File: src/rtl/lane_serializer_pkg.sv
// rtl/lane_serializer_pkg.sv - shared state encoding, default widths and clog2 helper
package lane_serializer_pkg;

  typedef enum logic {
    IDLE = 1'b0,
    SEND = 1'b1
  } state_t;

  localparam int DATA_W_DEF = 32;
  localparam int LANE_W_DEF = 8;

  function automatic int clog2(input int value);
    int result;
    result = 0;
    for (int i = 0; i < 31; i++) begin
      if ((1 << i) < value) result = i + 1;
    end
    return result;
  endfunction

endpackage

File: src/rtl/lane_serializer_if.sv
// rtl/lane_serializer_if.sv - word-in / lane-out handshake bundle
interface lane_serializer_if
  #(parameter int DATA_W = lane_serializer_pkg::DATA_W_DEF,
    parameter int LANE_W = lane_serializer_pkg::LANE_W_DEF);
  import lane_serializer_pkg::*;

  localparam int LANES = DATA_W / LANE_W;
  localparam int IDX_W = (clog2(LANES) > 1) ? clog2(LANES) : 1;

  logic              in_valid;
  logic              in_ready;
  logic [DATA_W-1:0] in_data;
  logic              in_rev;
  logic              in_msb_first;
  logic              out_valid;
  logic              out_ready;
  logic [LANE_W-1:0] out_lane;
  logic [IDX_W-1:0]  out_idx;
  logic              out_last;

  modport master (
    output in_valid, in_data, in_rev, in_msb_first, out_ready,
    input  in_ready, out_valid, out_lane, out_idx, out_last
  );

  modport slave (
    input  in_valid, in_data, in_rev, in_msb_first, out_ready,
    output in_ready, out_valid, out_lane, out_idx, out_last
  );

endinterface

File: src/rtl/lane_serializer_bit_reverse.sv
// rtl/lane_serializer_bit_reverse.sv - combinational bit-order reversal of a W-bit vector
module bit_reverse #(
  parameter int W = 8
) (
  input  logic [W-1:0] din,
  output logic [W-1:0] dout
);

  for (genvar k = 0; k < W; k++) begin : g_rev
    assign dout[k] = din[W-1-k];
  end

endmodule

File: src/rtl/lane_serializer.sv
// rtl/lane_serializer.sv - splits a word into lanes emitted one per cycle on a valid/ready stream
module lane_serializer
  import lane_serializer_pkg::*;
#(
  parameter int DATA_W = DATA_W_DEF,
  parameter int LANE_W = LANE_W_DEF
) (
  input logic              clk,
  input logic              reset,
  lane_serializer_if.slave bus
);

  localparam int LANES = DATA_W / LANE_W;
  localparam int IDX_W = (clog2(LANES) > 1) ? clog2(LANES) : 1;
  localparam logic [IDX_W-1:0] LAST_CNT = IDX_W'(LANES - 1);

  state_t            state_q, state_d;
  logic [IDX_W-1:0]  cnt_q, cnt_d;
  logic [DATA_W-1:0] word_q;
  logic              rev_q;
  logic              msb_q;

  logic [IDX_W-1:0]  idx;
  logic [LANE_W-1:0] lane_sel;
  logic [LANE_W-1:0] lane_rev;
  logic              last;
  logic              accept;
  logic              xfer;

  // Outputs decode only registered state, so in_data never reaches them combinationally.
  assign idx      = msb_q ? (LAST_CNT - cnt_q) : cnt_q;
  assign lane_sel = word_q[int'(idx) * LANE_W +: LANE_W];

  bit_reverse #(.W(LANE_W)) u_bit_reverse (
    .din  (lane_sel),
    .dout (lane_rev)
  );

  assign last          = (state_q == SEND) && (cnt_q == LAST_CNT);
  assign bus.out_valid = (state_q == SEND);
  assign bus.out_idx   = idx;
  assign bus.out_lane  = rev_q ? lane_rev : lane_sel;
  assign bus.out_last  = last;
  assign bus.in_ready  = (state_q == IDLE) || (last && bus.out_ready);

  assign accept = bus.in_valid && bus.in_ready;
  assign xfer   = bus.out_valid && bus.out_ready;

  always_comb begin
    state_d = state_q;
    cnt_d   = cnt_q;
    case (state_q)
      IDLE: begin
        if (accept) begin
          state_d = SEND;
          cnt_d   = '0;
        end
      end
      SEND: begin
        if (xfer) begin
          if (last) begin
            state_d = accept ? SEND : IDLE;
            cnt_d   = '0;
          end else begin
            cnt_d = cnt_q + 1'b1;
          end
        end
      end
      default: begin
        state_d = IDLE;
        cnt_d   = '0;
      end
    endcase
  end

  always_ff @(posedge clk) begin
    if (reset) begin
      state_q <= IDLE;
      cnt_q   <= '0;
      word_q  <= '0;
      rev_q   <= 1'b0;
      msb_q   <= 1'b0;
    end else begin
      state_q <= state_d;
      cnt_q   <= cnt_d;
      if (accept) begin
        word_q <= bus.in_data;
        rev_q  <= bus.in_rev;
        msb_q  <= bus.in_msb_first;
      end
    end
  end

endmodule

File: src/flat_wrapper.sv
// flat-port wrapper written by rule: the top's interface ports become plain ports
module lane_serializer_flat import lane_serializer_pkg::*;
#(
  parameter int DATA_W = DATA_W_DEF,
  parameter int LANE_W = LANE_W_DEF
)
  (clk, reset, bus_in_valid, bus_in_data, bus_in_rev, bus_in_msb_first, bus_out_ready, bus_in_ready, bus_out_valid, bus_out_lane, bus_out_idx, bus_out_last);
  lane_serializer_if #(.DATA_W(DATA_W), .LANE_W(LANE_W)) bus_i ();
  input logic clk;
  input logic reset;
  input wire logic [$bits(bus_i.in_valid)-1:0] bus_in_valid;
  input wire logic [$bits(bus_i.in_data)-1:0] bus_in_data;
  input wire logic [$bits(bus_i.in_rev)-1:0] bus_in_rev;
  input wire logic [$bits(bus_i.in_msb_first)-1:0] bus_in_msb_first;
  input wire logic [$bits(bus_i.out_ready)-1:0] bus_out_ready;
  output wire logic [$bits(bus_i.in_ready)-1:0] bus_in_ready;
  output wire logic [$bits(bus_i.out_valid)-1:0] bus_out_valid;
  output wire logic [$bits(bus_i.out_lane)-1:0] bus_out_lane;
  output wire logic [$bits(bus_i.out_idx)-1:0] bus_out_idx;
  output wire logic [$bits(bus_i.out_last)-1:0] bus_out_last;
  assign bus_i.in_valid = bus_in_valid;
  assign bus_i.in_data = bus_in_data;
  assign bus_i.in_rev = bus_in_rev;
  assign bus_i.in_msb_first = bus_in_msb_first;
  assign bus_i.out_ready = bus_out_ready;
  assign bus_in_ready = bus_i.in_ready;
  assign bus_out_valid = bus_i.out_valid;
  assign bus_out_lane = bus_i.out_lane;
  assign bus_out_idx = bus_i.out_idx;
  assign bus_out_last = bus_i.out_last;
  lane_serializer #(.DATA_W(DATA_W), .LANE_W(LANE_W)) u_core (.clk(clk), .reset(reset), .bus(bus_i));
endmodule
File: config.mk
export PLATFORM = sky130hd
export DESIGN_NAME = lane_serializer_flat
export DESIGN_NICKNAME = d
export VERILOG_FILES = /design/src/rtl/lane_serializer_pkg.sv /design/src/rtl/lane_serializer_if.sv /design/src/rtl/lane_serializer_bit_reverse.sv /design/src/rtl/lane_serializer.sv /design/src/flat_wrapper.sv
export SDC_FILE = /design/constraint.sdc
export NUM_CORES = 1
export LEC_CHECK = 0
export ABC_CLOCK_PERIOD_IN_PS = 1300
export CORE_ASPECT_RATIO = 1.1
export CORE_MARGIN = 1
export CORE_UTILIZATION = 30
export DETAILED_ROUTE_END_ITERATION = 10
export DONT_BUFFER_PORTS = 1
export GPL_TIMING_DRIVEN = 0
export PLACE_DENSITY = 0.43
export SLEW_MARGIN = 20
export SYNTH_ARGS = -nofsm -noshare
export SYNTH_HDL_FRONTEND = slang
export SYNTH_SLANG_ARGS = --single-unit
File: constraint.sdc
create_clock -name clk -period 1.3 [get_ports clk]
set_input_delay 0.13 -clock clk [delete_from_list [all_inputs] [get_ports clk]]
set_output_delay 0.13 -clock clk [all_outputs]
set_load 0.005 [all_outputs]
==> implementation parameters, run 1 <==
Parameter                              Value

Setup path
  Critical-path cell list    buf_6 > or3b_4 > a21oi_1 > a2111o_1 > mux2i_1
  Crit path buffers/inverters    1
  Family with the most delay on the worst path    compound AO/OA/AOI/OAI gates
  WS Path Type    flip-flop to output port
  Startpoint type of the worst setup path    flip-flop
  Critical Path Fanout Max    5
  Required time at the endpoint of the critical path    1.17 ns
  Capturing element type of the critical path    output port
  Crit path max-delay cell type    sky130_fd_sc_hd__dfxtp_4
  Slowest cell delay on critical path    0.37 ns
  Arrival @ worst endpoint    1.66 ns

Synthesis
  Flip-flop and latch count after synthesis    37
  Cells after synthesis    227
  Register area share after synthesis    39.8%
  Commonest cells in the netlist    sky130_fd_sc_hd__nand2_1 (68), sky130_fd_sc_hd__a21oi_1 (47), sky130_fd_sc_hd__dfxtp_1 (37), sky130_fd_sc_hd__mux2i_1 (17), sky130_fd_sc_hd__buf_6 (6)
  Fraction of registers with async set or reset after synthesis    0%
  Count of flip-flops with a built-in enable after synthesis    0
  Top flip-flop cell by instance count after synthesis    sky130_fd_sc_hd__dfxtp_1
  Yosys warnings    0
  Synthesized net count    266
  Number of distinct library cell variants in the gate-level netlist after synthesis    33
  Avg Inst Size Synth    8.19 µm²
  Leading post-synthesis cells by cell area    sky130_fd_sc_hd__dfxtp_1 (40%), sky130_fd_sc_hd__nand2_1 (14%), sky130_fd_sc_hd__a21oi_1 (13%)
  Most area-hungry cell type in the Yosys netlist    sky130_fd_sc_hd__dfxtp_1
  Post-synth top area share    39.8%
  Mapped cell area    0.00186 mm²
  Cell with the most instances after synthesis    sky130_fd_sc_hd__nand2_1

Outcome
  Failing checks    negative setup slack
  Outcome    finished with violations

Place
  Post-DP HPWL    3630 µm
  Placed Cells incl. Taps    304
  Total of buffers placed on input and output ports    0
  Routability congestion estimate from global placement    0.673
  Area post-placement    0.00198 mm²

Global routing
  Via count of the first global-routing pass    1,674
  Remaining Overflow, GRT    0
  Global-route wire length before repair    8350 µm
  Largest net degree at the start of global routing    13
  Number of antenna violations at the first check in global routing    0
  GRT Total Usage    16.9%

Finish
  Fraction of final layout cells sized beyond drive strength 1    22.1%
  Cell Count, Final, Fillers Out    357
  Ant diodes    0
  Nets    318
  Fraction of the core area covered by cells at the end of the flow    46.0%
  Layout Area Growth over Synthesis    45.3%
  Post-route design area    0.00270 mm²

Min path
  Hold Crit Class    input port to flip-flop

Power and ir drop
  Standby leakage power    1.02 nW
  Maximum vdd drop    0.642 mV
  Power density relative to cell area    1120 mW/mm²

Timing
  Post-layout minimum cycle time    1.79 ns
  Hold violation total from the final report    0
  Fin worst setup slack    -0.486 ns
  Worst-margin pin slew    0.629 ns
  Max-slew violations    0
  Worst slew margin relative to its limit    58.0%
  Worst clock skew on the final layout    0.00636 ns
  Setup violation total in the final timing report    44
  RSZ-0062 raised after global routing    true
  Part of the cycle the worst path needs    137%
  Max Freq    560 MHz
  Minimum hold slack    0.0104 ns

Routing
  Post-route DRC violation count    0
  Routed via count divided by cell count    4.96
  DRC marker count from the first detailed-route iteration    69
  Total detailed-routing wirelength    5580 µm
  DR WL/cell    15.6 µm
  Pre-Repair DR Iteration Count    4
  Final ANT Viol Nets    0
  Detailed-route via count    1,769

Clock network
  Number of buffers created by CTS    5
  Root buffer cell    sky130_fd_sc_hd__clkbuf_8
  Htree depth    2
  Worst skew pair latency    0.30 ns
  Register clock-pin slew on the reported worst setup and hold paths    0.08 ns
  TritonCTS clock tree    done
  Clk buf depth    2
  TritonCTS Sinks    37

Floorplanning
  Floorplan die width    77.1 µm
  Number of placement rows    29
  Total Die Area    0.00652 mm²
  Vertical die dimension    84.6 µm
  Total I/O pin count    51
  Core ar.    0.00588 mm²
  Starting Density    31.6%

Flow run
  Max-Cap Viols    0
-- worst paths after layout --
path	startpoint	end	slack (ns)	cells after the start
worst max-delay path	u_core.cnt_q[1]	bus_out_lane[3]	-0.49	5
worst min-delay path	bus_out_ready	u_core.cnt_q[0]	0.01	2
worst max register to register	u_core.cnt_q[0]	u_core.word_q[19]	-0.26	7
worst min register to register	u_core.word_q[10]	u_core.word_q[10]	0.46	2
-- where the power goes --
part / internal (mW) / switching [mW]
Combinational: 0.298 / 0.282
Sequential: 1.20 / 0.0452
Clock: 0.763 / 0.450
Total: 2.26 / 0.777
-- final cells by class --
| type | count | area, µm² |
|---|---|---|
| fill | 612 | 3180 |
| multi-input combinational | 170 | 1100 |
| sequential | 37 | 747 |
| timing repair buffer | 45 | 463 |
| buffer | 15 | 143 |
| tap | 77 | 96.3 |
| clock buffer | 5 | 68.8 |
| clock inverter | 3 | 65.1 |
| inverter | 5 | 18.8 |
-- worst reg2reg max path, stage by stage, from the launching register on --
cell and delay [ns]:
sky130_fd_sc_hd__dfxtp_2 0.34, sky130_fd_sc_hd__buf_4 0.13, sky130_fd_sc_hd__ha_2 0.18, sky130_fd_sc_hd__a21bo_4 0.26, sky130_fd_sc_hd__and2_4 0.23, sky130_fd_sc_hd__clkbuf_16 0.17, sky130_fd_sc_hd__nand2_1 0.06, sky130_fd_sc_hd__a21oi_1 0.06
-- metrics by stage --
stage | total power [mW] | setup TNS, ns | setup WS [ns]
global route | 3.16 | -12.96 | -0.568
global placement | 1.67 | -6.62 | -0.229
detailed placement | 1.68 | -6.66 | -0.219
CTS | 3.00 | -8.92 | -0.475
floorplan | 1.58 | -1.43 | -0.0390
finish | 3.03 | -10.73 | -0.486
-- cell families after synthesis --
family,synth area share (%)
buf+inv,7.13
mux,9.15
flops,39.8
xor+xnor,0.471
simple gates,20.5
fa+ha+maj,0.673
compound gates,22.3
-- flip-flops by register name (all words and copies together) (netlist names) --
signal and count:
u_core.word_q 32, u_core.cnt_q 2, u_core.bus.out_valid 1, u_core.msb_q 1, u_core.rev_q 1
-- per-layer routing --
metal / GRT usage, % / vias up / share of wire (%)
met5: 0 / - / 0
met4: 6.35 / 0 / 1.8
met3: 3.48 / 7 / 4.2
met2: 27.8 / 41 / 47
met1: 21.9 / 830 / 47
li1: - / 891 / -
-- cells in the final DEF, fill, tap and decap left out, types with 2 or more instances in the layout --
master                          netlist  final
sky130_fd_sc_hd__a2111o_1             4      4
sky130_fd_sc_hd__a21oi_1             47     43
sky130_fd_sc_hd__a21oi_2              0      4
sky130_fd_sc_hd__a22oi_2              0      4
sky130_fd_sc_hd__a32oi_1              2      2
sky130_fd_sc_hd__and2_4               1      3
sky130_fd_sc_hd__buf_1                2      2
sky130_fd_sc_hd__buf_2                4      2
sky130_fd_sc_hd__buf_4                1      4
sky130_fd_sc_hd__buf_6                6      9
sky130_fd_sc_hd__buf_8                0      3
sky130_fd_sc_hd__bufinv_16            0      2
sky130_fd_sc_hd__clkbuf_1             3      3
sky130_fd_sc_hd__clkbuf_16            0      2
sky130_fd_sc_hd__clkbuf_8             0      5
sky130_fd_sc_hd__dfxtp_1             37     34
sky130_fd_sc_hd__dfxtp_2              0      2
sky130_fd_sc_hd__dlygate4sd3_1        0     35
sky130_fd_sc_hd__inv_1                5      5
sky130_fd_sc_hd__mux2i_1             17     17
sky130_fd_sc_hd__nand2_1             68     65
sky130_fd_sc_hd__nand2_2              1      3
sky130_fd_sc_hd__nand3b_1             2      2
sky130_fd_sc_hd__nor2_1               3      3
sky130_fd_sc_hd__o221ai_2             4      4
sky130_fd_sc_hd__or3b_4               0      2
-- repair_timing --
action	in CTS	in global routing
endpoints found under the hold margin	35	0
endpoints found under the setup margin	44	44
buffers inserted	2	2
resized for setup	16	21
gates cloned	3	4
pin swaps	1	3
hold buffers	35	0
(Power assumes the default switching activity.)
==> inputs of run 2 (changes only) <==
Settings changed: SKIP_LAST_GASP from default to 1.
==> run 2 against run 1 <==
- the flow still finishes with violations (negative setup slack)
- clock power hardly changed
- largest cell class unchanged
- worst hold slack worse by 0.00054 ns
- first-iteration DRC count rose by 22%
- cell area shrank 0.56%
- clock skew hardly changed
- die area did not move
- total power down 0.12%
- register-to-register slack is essentially flat
- largest power group unchanged
==> implementation parameters, run 2 (same netlist as run 1, synthesis figures left out) <==
Parameter                              Value

Timing
  Worst slew margin relative to its limit    58.0%
  Setup violation total in the final timing report    44
  Minimum hold slack    0.00986 ns
  RSZ-0062 raised after global routing    true
  Part of the cycle the worst path needs    138%
  Post-layout minimum cycle time    1.79 ns
  Worst-margin pin slew    0.630 ns
  Setup TNS Final    -10.78 ns
  Max Freq    559 MHz
  Max-slew violations    0
  Fin worst setup slack    -0.488 ns
  Hold violation total from the final report    0
  Worst clock skew on the final layout    0.00674 ns

Power and ir drop
  Part of the total power dissipated in combinational logic    18.9%
  Power consumption    3.03 mW
  Maximum vdd drop    0.629 mV
  Int Pwr    2.25 mW
  Seq pwr share    40.9%
  Power density relative to cell area    1130 mW/mm²
  Net Sw Frac    25.6%
  Reported net switching power    776 µW
  Standby leakage power    1.02 nW
  Fraction of power consumed by the clock network    40.2%

Place
  Total of buffers placed on input and output ports    0
  Routability congestion estimate from global placement    0.673
  Placed Cells incl. Taps    304
  Post-DP HPWL    3630 µm
  Post-Place Setup Slack    -0.219 ns
  Area post-placement    0.00198 mm²

Min path
  Hold path cells    2
  Hold EP    u_core.cnt_q[0]
  Hold path startpoint    bus_out_ready
  Hold Crit Class    input port to flip-flop

Finish
  Cell Count, Final, Fillers Out    357
  Nets    318
  Most frequent standard cell in the layout excluding fill and tap cells    sky130_fd_sc_hd__nand2_1
  Layout Area Growth over Synthesis    44.5%
  Fraction of the core area covered by cells at the end of the flow    45.7%
  Most frequent cells in the layout    sky130_fd_sc_hd__nand2_1 (67), sky130_fd_sc_hd__a21oi_1 (45), sky130_fd_sc_hd__dlygate4sd3_1 (35)
  Top flop regs    u_core.word_q: 32 flops, u_core.cnt_q: 2 flops
  Flip-flop count of the largest register, all copies and words added    32
  Ant diodes    0
  Largest register by flop count    u_core.word_q
  Post-route design area    0.00269 mm²
  Fraction of final layout cells sized beyond drive strength 1    20.7%

Setup path
  Arrival @ worst endpoint    1.66 ns
  WS Path Type    flip-flop to output port
  Family with the most delay on the worst path    compound AO/OA/AOI/OAI gates
  Startpoint of the worst-slack reg-to-reg timing path    u_core.cnt_q[0]
  Required time at the endpoint of the critical path    1.17 ns
  Reg2reg setup slack    -0.26 ns
  Worst Reg-to-Reg Cells    7
  Startpoint type of the worst setup path    flip-flop
  Critical Path Fanout Max    5
  Capturing element type of the critical path    output port
  RR Endpoint    u_core.word_q[19]
  Crit path max-delay cell type    sky130_fd_sc_hd__dfxtp_4
  Slowest cell delay on critical path    0.37 ns
  Crit path buffers/inverters    1
  Critical-path cell list    buf_6 > or3b_4 > a21oi_1 > a2111o_1 > mux2i_1

Routing
  Routed via count divided by cell count    4.91
  Post-route DRC violation count    0
  Detailed-route via count    1,752
  Total detailed-routing wirelength    5560 µm
  DR WL/cell    15.6 µm
  Pre-Repair DR Iteration Count    4
  DRC marker count from the first detailed-route iteration    84
  Final ANT Viol Nets    0

Clock network
  Worst skew pair latency    0.30 ns
  Clk buf depth    2
  Number of buffers created by CTS    5
  Register clock-pin slew on the reported worst setup and hold paths    0.08 ns
  Htree depth    2
  TritonCTS Sinks    37
  TritonCTS clock tree    done
  Root buffer cell    sky130_fd_sc_hd__clkbuf_8

Floorplanning
  Vertical die dimension    84.6 µm
  Floorplan die width    77.1 µm
  Core ar.    0.00588 mm²
  Total Die Area    0.00652 mm²
  Number of placement rows    29
  Total I/O pin count    51
  Starting Density    31.6%

Global routing
  Global-route wire length before repair    8330 µm
  Number of antenna violations at the first check in global routing    0
  Largest net degree at the start of global routing    13
  Remaining Overflow, GRT    0
  GRT Total Usage    16.9%
  Via count of the first global-routing pass    1,674

Flow run
  Max-Cap Viols    0

Outcome
  Failing checks    negative setup slack
  Outcome    finished with violations
==> run 2: cell types whose count changed in the layout (fill, tap and decap cells not counted) <==
cell | previous run | this run
sky130_fd_sc_hd__buf_8 | 3 | 2
sky130_fd_sc_hd__buf_6 | 9 | 10
sky130_fd_sc_hd__and2b_2 | 1 | 0
sky130_fd_sc_hd__nand2_1 | 65 | 67
sky130_fd_sc_hd__nand2_2 | 3 | 1
sky130_fd_sc_hd__and2b_4 | 0 | 1
sky130_fd_sc_hd__a21oi_2 | 4 | 2
sky130_fd_sc_hd__a21oi_1 | 43 | 45
==> run 2: worst max path at each step <==
| stage | startpoint | slack, ns | cells past startpoint | to |
|---|---|---|---|---|
| after floorplan | u_core.msb_q | -0.04 | 5 | bus_out_lane[0] |
| after global placement | u_core.cnt_q[1] | -0.23 | 5 | bus_out_lane[5] |
| after detailed placement | u_core.cnt_q[1] | -0.22 | 5 | bus_out_lane[4] |
| after CTS | u_core.cnt_q[0] | -0.48 | 5 | bus_out_lane[6] |
| after global routing | u_core.cnt_q[0] | -0.57 | 5 | bus_out_lane[3] |
| final | u_core.cnt_q[1] | -0.49 | 5 | bus_out_lane[3] |
==> run 2: routing by layer <==
layer	GRT usage (%)	vias up	share of wire, %
met4	6.35	0	1.8
met3	3.48	7	3.3
li1	-	892	-
met2	27.8	35	47
met1	21.8	818	48
met5	0	-	0
==> run 2: final cells by class <==
type / instances / area [µm²]
inverter: 5 / 18.8
timing repair buffer: 45 / 463
tap: 77 / 96.3
fill: 612 / 3190
sequential: 37 / 747
buffer: 15 / 139
clock buffer: 5 / 68.8
clock inverter: 3 / 65.1
multi-input combinational: 170 / 1090
==> run 2: worst register-to-register path, cell delays in order, from the launching register on <==
cell and delay [ns]:
sky130_fd_sc_hd__dfxtp_2 0.34, sky130_fd_sc_hd__buf_4 0.13, sky130_fd_sc_hd__ha_2 0.18, sky130_fd_sc_hd__a21bo_4 0.26, sky130_fd_sc_hd__and2_4 0.23, sky130_fd_sc_hd__clkbuf_16 0.17, sky130_fd_sc_hd__nand2_1 0.06, sky130_fd_sc_hd__a21oi_1 0.06
==> run 2: repair_timing <==
item	CTS	global route
endpoints found under the setup margin	44	44
setup buffers	2	2
hold buffers	35	0
hold endpoints to repair	35	0
gates cloned	3	4
gates resized for setup	16	17
pin swaps	1	4
==> run 2: power by group through the flow <==
stage | registers, mW | logic (mW) | clock network [mW]
after floorplan | 1.25 | 0.321 | 0
after global placement | 1.27 | 0.407 | 0
after detailed placement | 1.27 | 0.411 | 0
after CTS | 1.24 | 0.524 | 1.24
after global routing | 1.25 | 0.626 | 1.28
final | 1.24 | 0.573 | 1.22
==> inputs of run 3 (changes only) <==
Settings changed: ABC_AREA from default to 1.
==> run 3 against run 2 <==
- the run still ends with negative setup slack left
- via count up 7.1%
- clock power is 36% lower
- global-route usage increased by 2.6 points
- flip-flop and latch count unchanged
- non-clock buffer count fell by 3
- cell area grew 5.0%
- synthesized cell count increased by 12%
- clock skew decreased by 0.0036 ns
- sequential share of layout area is 1.2 points lower
- critical endpoint is now bus_out_lane[0]
==> implementation parameters, run 3 <==
Parameter                              Value

Clock network
  Worst skew pair latency    0.29 ns
  Number of buffers created by CTS    5
  TritonCTS clock tree    done
  Register clock-pin slew on the reported worst setup and hold paths    0.07 ns
  Root buffer cell    sky130_fd_sc_hd__clkbuf_8
  Clk buf depth    2
  Htree depth    2
  TritonCTS Sinks    37

Synthesis
  Yosys warnings    0
  Most area-hungry cell type in the Yosys netlist    sky130_fd_sc_hd__dfxtp_1
  Leading post-synthesis cells by cell area    sky130_fd_sc_hd__dfxtp_1 (41%), sky130_fd_sc_hd__nand2_1 (19%), sky130_fd_sc_hd__nand3_1 (16%)
  Synthesized net count    294
  Number of distinct library cell variants in the gate-level netlist after synthesis    21
  Cells after synthesis    255
  Count of flip-flops with a built-in enable after synthesis    0
  Top flip-flop cell by instance count after synthesis    sky130_fd_sc_hd__dfxtp_1
  Register area share after synthesis    41.3%
  Cell with the most instances after synthesis    sky130_fd_sc_hd__nand2_1
  Commonest cells in the netlist    sky130_fd_sc_hd__nand2_1 (90), sky130_fd_sc_hd__nand3_1 (56), sky130_fd_sc_hd__dfxtp_1 (37), sky130_fd_sc_hd__a21oi_1 (35), sky130_fd_sc_hd__buf_6 (6)
  Mapped cell area    0.00179 mm²
  Post-synth top area share    41.3%
  Flip-flop and latch count after synthesis    37
  Fraction of registers with async set or reset after synthesis    0%
  Avg Inst Size Synth    7.04 µm²

Timing
  Fin worst setup slack    -0.180 ns
  Worst-margin pin slew    0.572 ns
  RSZ-0062 raised after global routing    true
  Part of the cycle the worst path needs    114%
  Max-slew violations    0
  Setup violation total in the final timing report    42
  Hold violation total from the final report    0
  Post-layout minimum cycle time    1.48 ns
  Max Freq    675 MHz
  Worst slew margin relative to its limit    61.8%
  Worst clock skew on the final layout    0.00315 ns

Power and ir drop
  Standby leakage power    1.09 nW
  Power consumption    2.74 mW
  Power density relative to cell area    970 mW/mm²
  Maximum vdd drop    0.569 mV

Routing
  Routed via count divided by cell count    4.86
  Pre-Repair DR Iteration Count    4
  Post-route DRC violation count    0
  Total detailed-routing wirelength    5440 µm
  DRC marker count from the first detailed-route iteration    72
  Final ANT Viol Nets    0
  DR WL/cell    14.1 µm
  Detailed-route via count    1,876

Finish
  Most frequent cells in the layout    sky130_fd_sc_hd__nand2_1 (72), sky130_fd_sc_hd__nand3_2 (35), sky130_fd_sc_hd__dlygate4sd3_1 (34), sky130_fd_sc_hd__dfxtp_1 (34), sky130_fd_sc_hd__a21oi_1 (30)
  Largest register by flop count    u_core.word_q
  Fillers    582
  Fraction of final layout cells sized beyond drive strength 1    34.3%
  Ant diodes    0
  Top flop regs    u_core.word_q: 32 flops, u_core.cnt_q: 2 flops
  Nets    347
  Flip-flop count of the largest register, all copies and words added    32
  Layout Area Growth over Synthesis    57.3%
  Cell Count, Final, Fillers Out    386
  Most frequent standard cell in the layout excluding fill and tap cells    sky130_fd_sc_hd__nand2_1

Place
  Placed Cells incl. Taps    332
  Routability congestion estimate from global placement    0.773
  Post-DP HPWL    3660 µm
  Total of buffers placed on input and output ports    0

Min path
  Hold path startpoint    bus_in_rev
  Hold path cells    2
  Hold EP    u_core.rev_q
  Hold Crit Class    input port to flip-flop

Setup path
  Critical Path Fanout Max    5
  Family with the most delay on the worst path    flip-flops
  Slowest cell delay on critical path    0.43 ns
  Startpoint of the worst-slack reg-to-reg timing path    u_core.cnt_q[0]
  Crit path buffers/inverters    2
  RR Endpoint    u_core.word_q[16]
  Beginning of the critical path    u_core.cnt_q[0]
  WS Path Type    flip-flop to output port
  Arrival @ worst endpoint    1.35 ns
  Critical-path cell list    inv_8 > nand2_8 > buf_6 > nand3_2 > nand3_2 > nand3_2 > nand2_2
  Worst Reg-to-Reg Cells    9
  Startpoint type of the worst setup path    flip-flop
  Required time at the endpoint of the critical path    1.17 ns
  Capturing element type of the critical path    output port
  Crit path max-delay cell type    sky130_fd_sc_hd__dfxtp_4
  Cell repeated most along the worst path    sky130_fd_sc_hd__nand3_2
  Reg2reg setup slack    -0.15 ns

Floorplanning
  Number of placement rows    29
  Total I/O pin count    51
  Vertical die dimension    83.1 µm
  Floorplan die width    75.7 µm
  Total Die Area    0.00629 mm²
  Starting Density    31.1%
  Core ar.    0.00577 mm²

Global routing
  Global-route wire length before repair    9160 µm
  Largest net degree at the start of global routing    12
  Number of antenna violations at the first check in global routing    0
  Via count of the first global-routing pass    1,862
  GRT Total Usage    19.5%
  Remaining Overflow, GRT    0

Outcome
  Outcome    finished with violations
  Failing checks    negative setup slack

Flow run
  Max-Cap Viols    0
[run 3: cell types whose count changed after synthesis, sizes merged, moves of 3 or more]
cell,before,now
a21oi,47,35
nand3b,3,0
inv,5,8
and2,3,0
o221ai,4,0
a2111o,4,0
mux2i,17,0
a22oi,4,0
nand2,69,96
nand3,1,56
[run 3: worst max path at each step]
stage | endpoint | slack, ns | cells after the start
global placement | u_core.word_q[2] | -0.11 | 8
floorplan | u_core.word_q[10] | 0.08 | 8
detailed placement | u_core.word_q[25] | -0.13 | 8
CTS | bus_out_lane[5] | -0.17 | 7
finish | bus_out_lane[0] | -0.18 | 7
global route | bus_out_lane[3] | -0.26 | 7
[run 3: layout make-up]
type | count | area [µm²] | area share, %
Buffer | 13 | 135 | 4.79
Clock buffer | 6 | 72.6 | 2.57
Clock inverter | 2 | 10.0 | 0.355
Inverter | 10 | 78.8 | 2.79
Multi-Input combinational cell | 197 | 1240 | 44.1
Sequential cell | 37 | 749 | 26.6
Tap cell | 77 | 96.3 | 3.41
Timing Repair Buffer | 44 | 434 | 15.4
[run 3: worst reg2reg max path: stages, from the launching register on]
cell,delay (ns)
sky130_fd_sc_hd__dfxtp_4,0.39
sky130_fd_sc_hd__buf_6,0.13
sky130_fd_sc_hd__ha_2,0.18
sky130_fd_sc_hd__nand2_2,0.07
sky130_fd_sc_hd__nand2_4,0.08
sky130_fd_sc_hd__nand2_8,0.12
sky130_fd_sc_hd__clkinv_8,0.09
sky130_fd_sc_hd__buf_12,0.15
sky130_fd_sc_hd__nand2_1,0.07
sky130_fd_sc_hd__a21oi_2,0.05
[run 3: layer usage]
metal | part of all wire [%] | track usage (%) | vias up
met5 | 0 | 0 | -
met1 | 46 | 25.8 | 872
met2 | 49 | 31.5 | 39
li1 | - | - | 960
met3 | 4.0 | 4.61 | 5
met4 | 1.1 | 5.05 | 0
[run 3: per-stage QoR]
step / TNS (ns) / utilization, % / instance area [µm²] / hold WS (ns) / worst slack, ns
global route: -9.49 / 48.9 / 2820 / 0.00695 / -0.258
CTS: -5.19 / 47.1 / 2720 / 0.00939 / -0.172
detailed placement: -3.32 / 32.8 / 1890 / 0.281 / -0.125
finish: -5.59 / 48.9 / 2820 / 0.0184 / -0.180
floorplan: 0 / - / 1790 / 0.273 / 0.0793
global placement: -3.07 / 32.8 / 1890 / 0.277 / -0.107
[run 3: cell families (layout without fill, tap and decap cells)]
kind of cell	Yosys count	after routing	synth area share, %
simple gates	157	159	39.3
compound gates	37	37	10.6
flops	37	37	41.3
buf+inv	23	75	8.09
fa+ha+maj	1	1	0.697
[run 3: timing repair]
| item | CTS | global route |
|---|---|---|
| endpoints found under the setup margin | 41 | 44 |
| pin swaps | 26 | 12 |
| hold endpoints to repair | 34 | 0 |
| gates cloned | 4 | 0 |
| gates resized for setup | 79 | 27 |
| hold buffers | 34 | 0 |
| setup buffers | 7 | 1 |
[run 3: report_power, final]
group	total [mW]	internal [mW]	leakage [nW]	switching, mW
combinational	0.696	0.313	0.734	0.383
sequential	1.26	1.20	0.306	0.0574
clock	0.785	0.372	0.0450	0.414
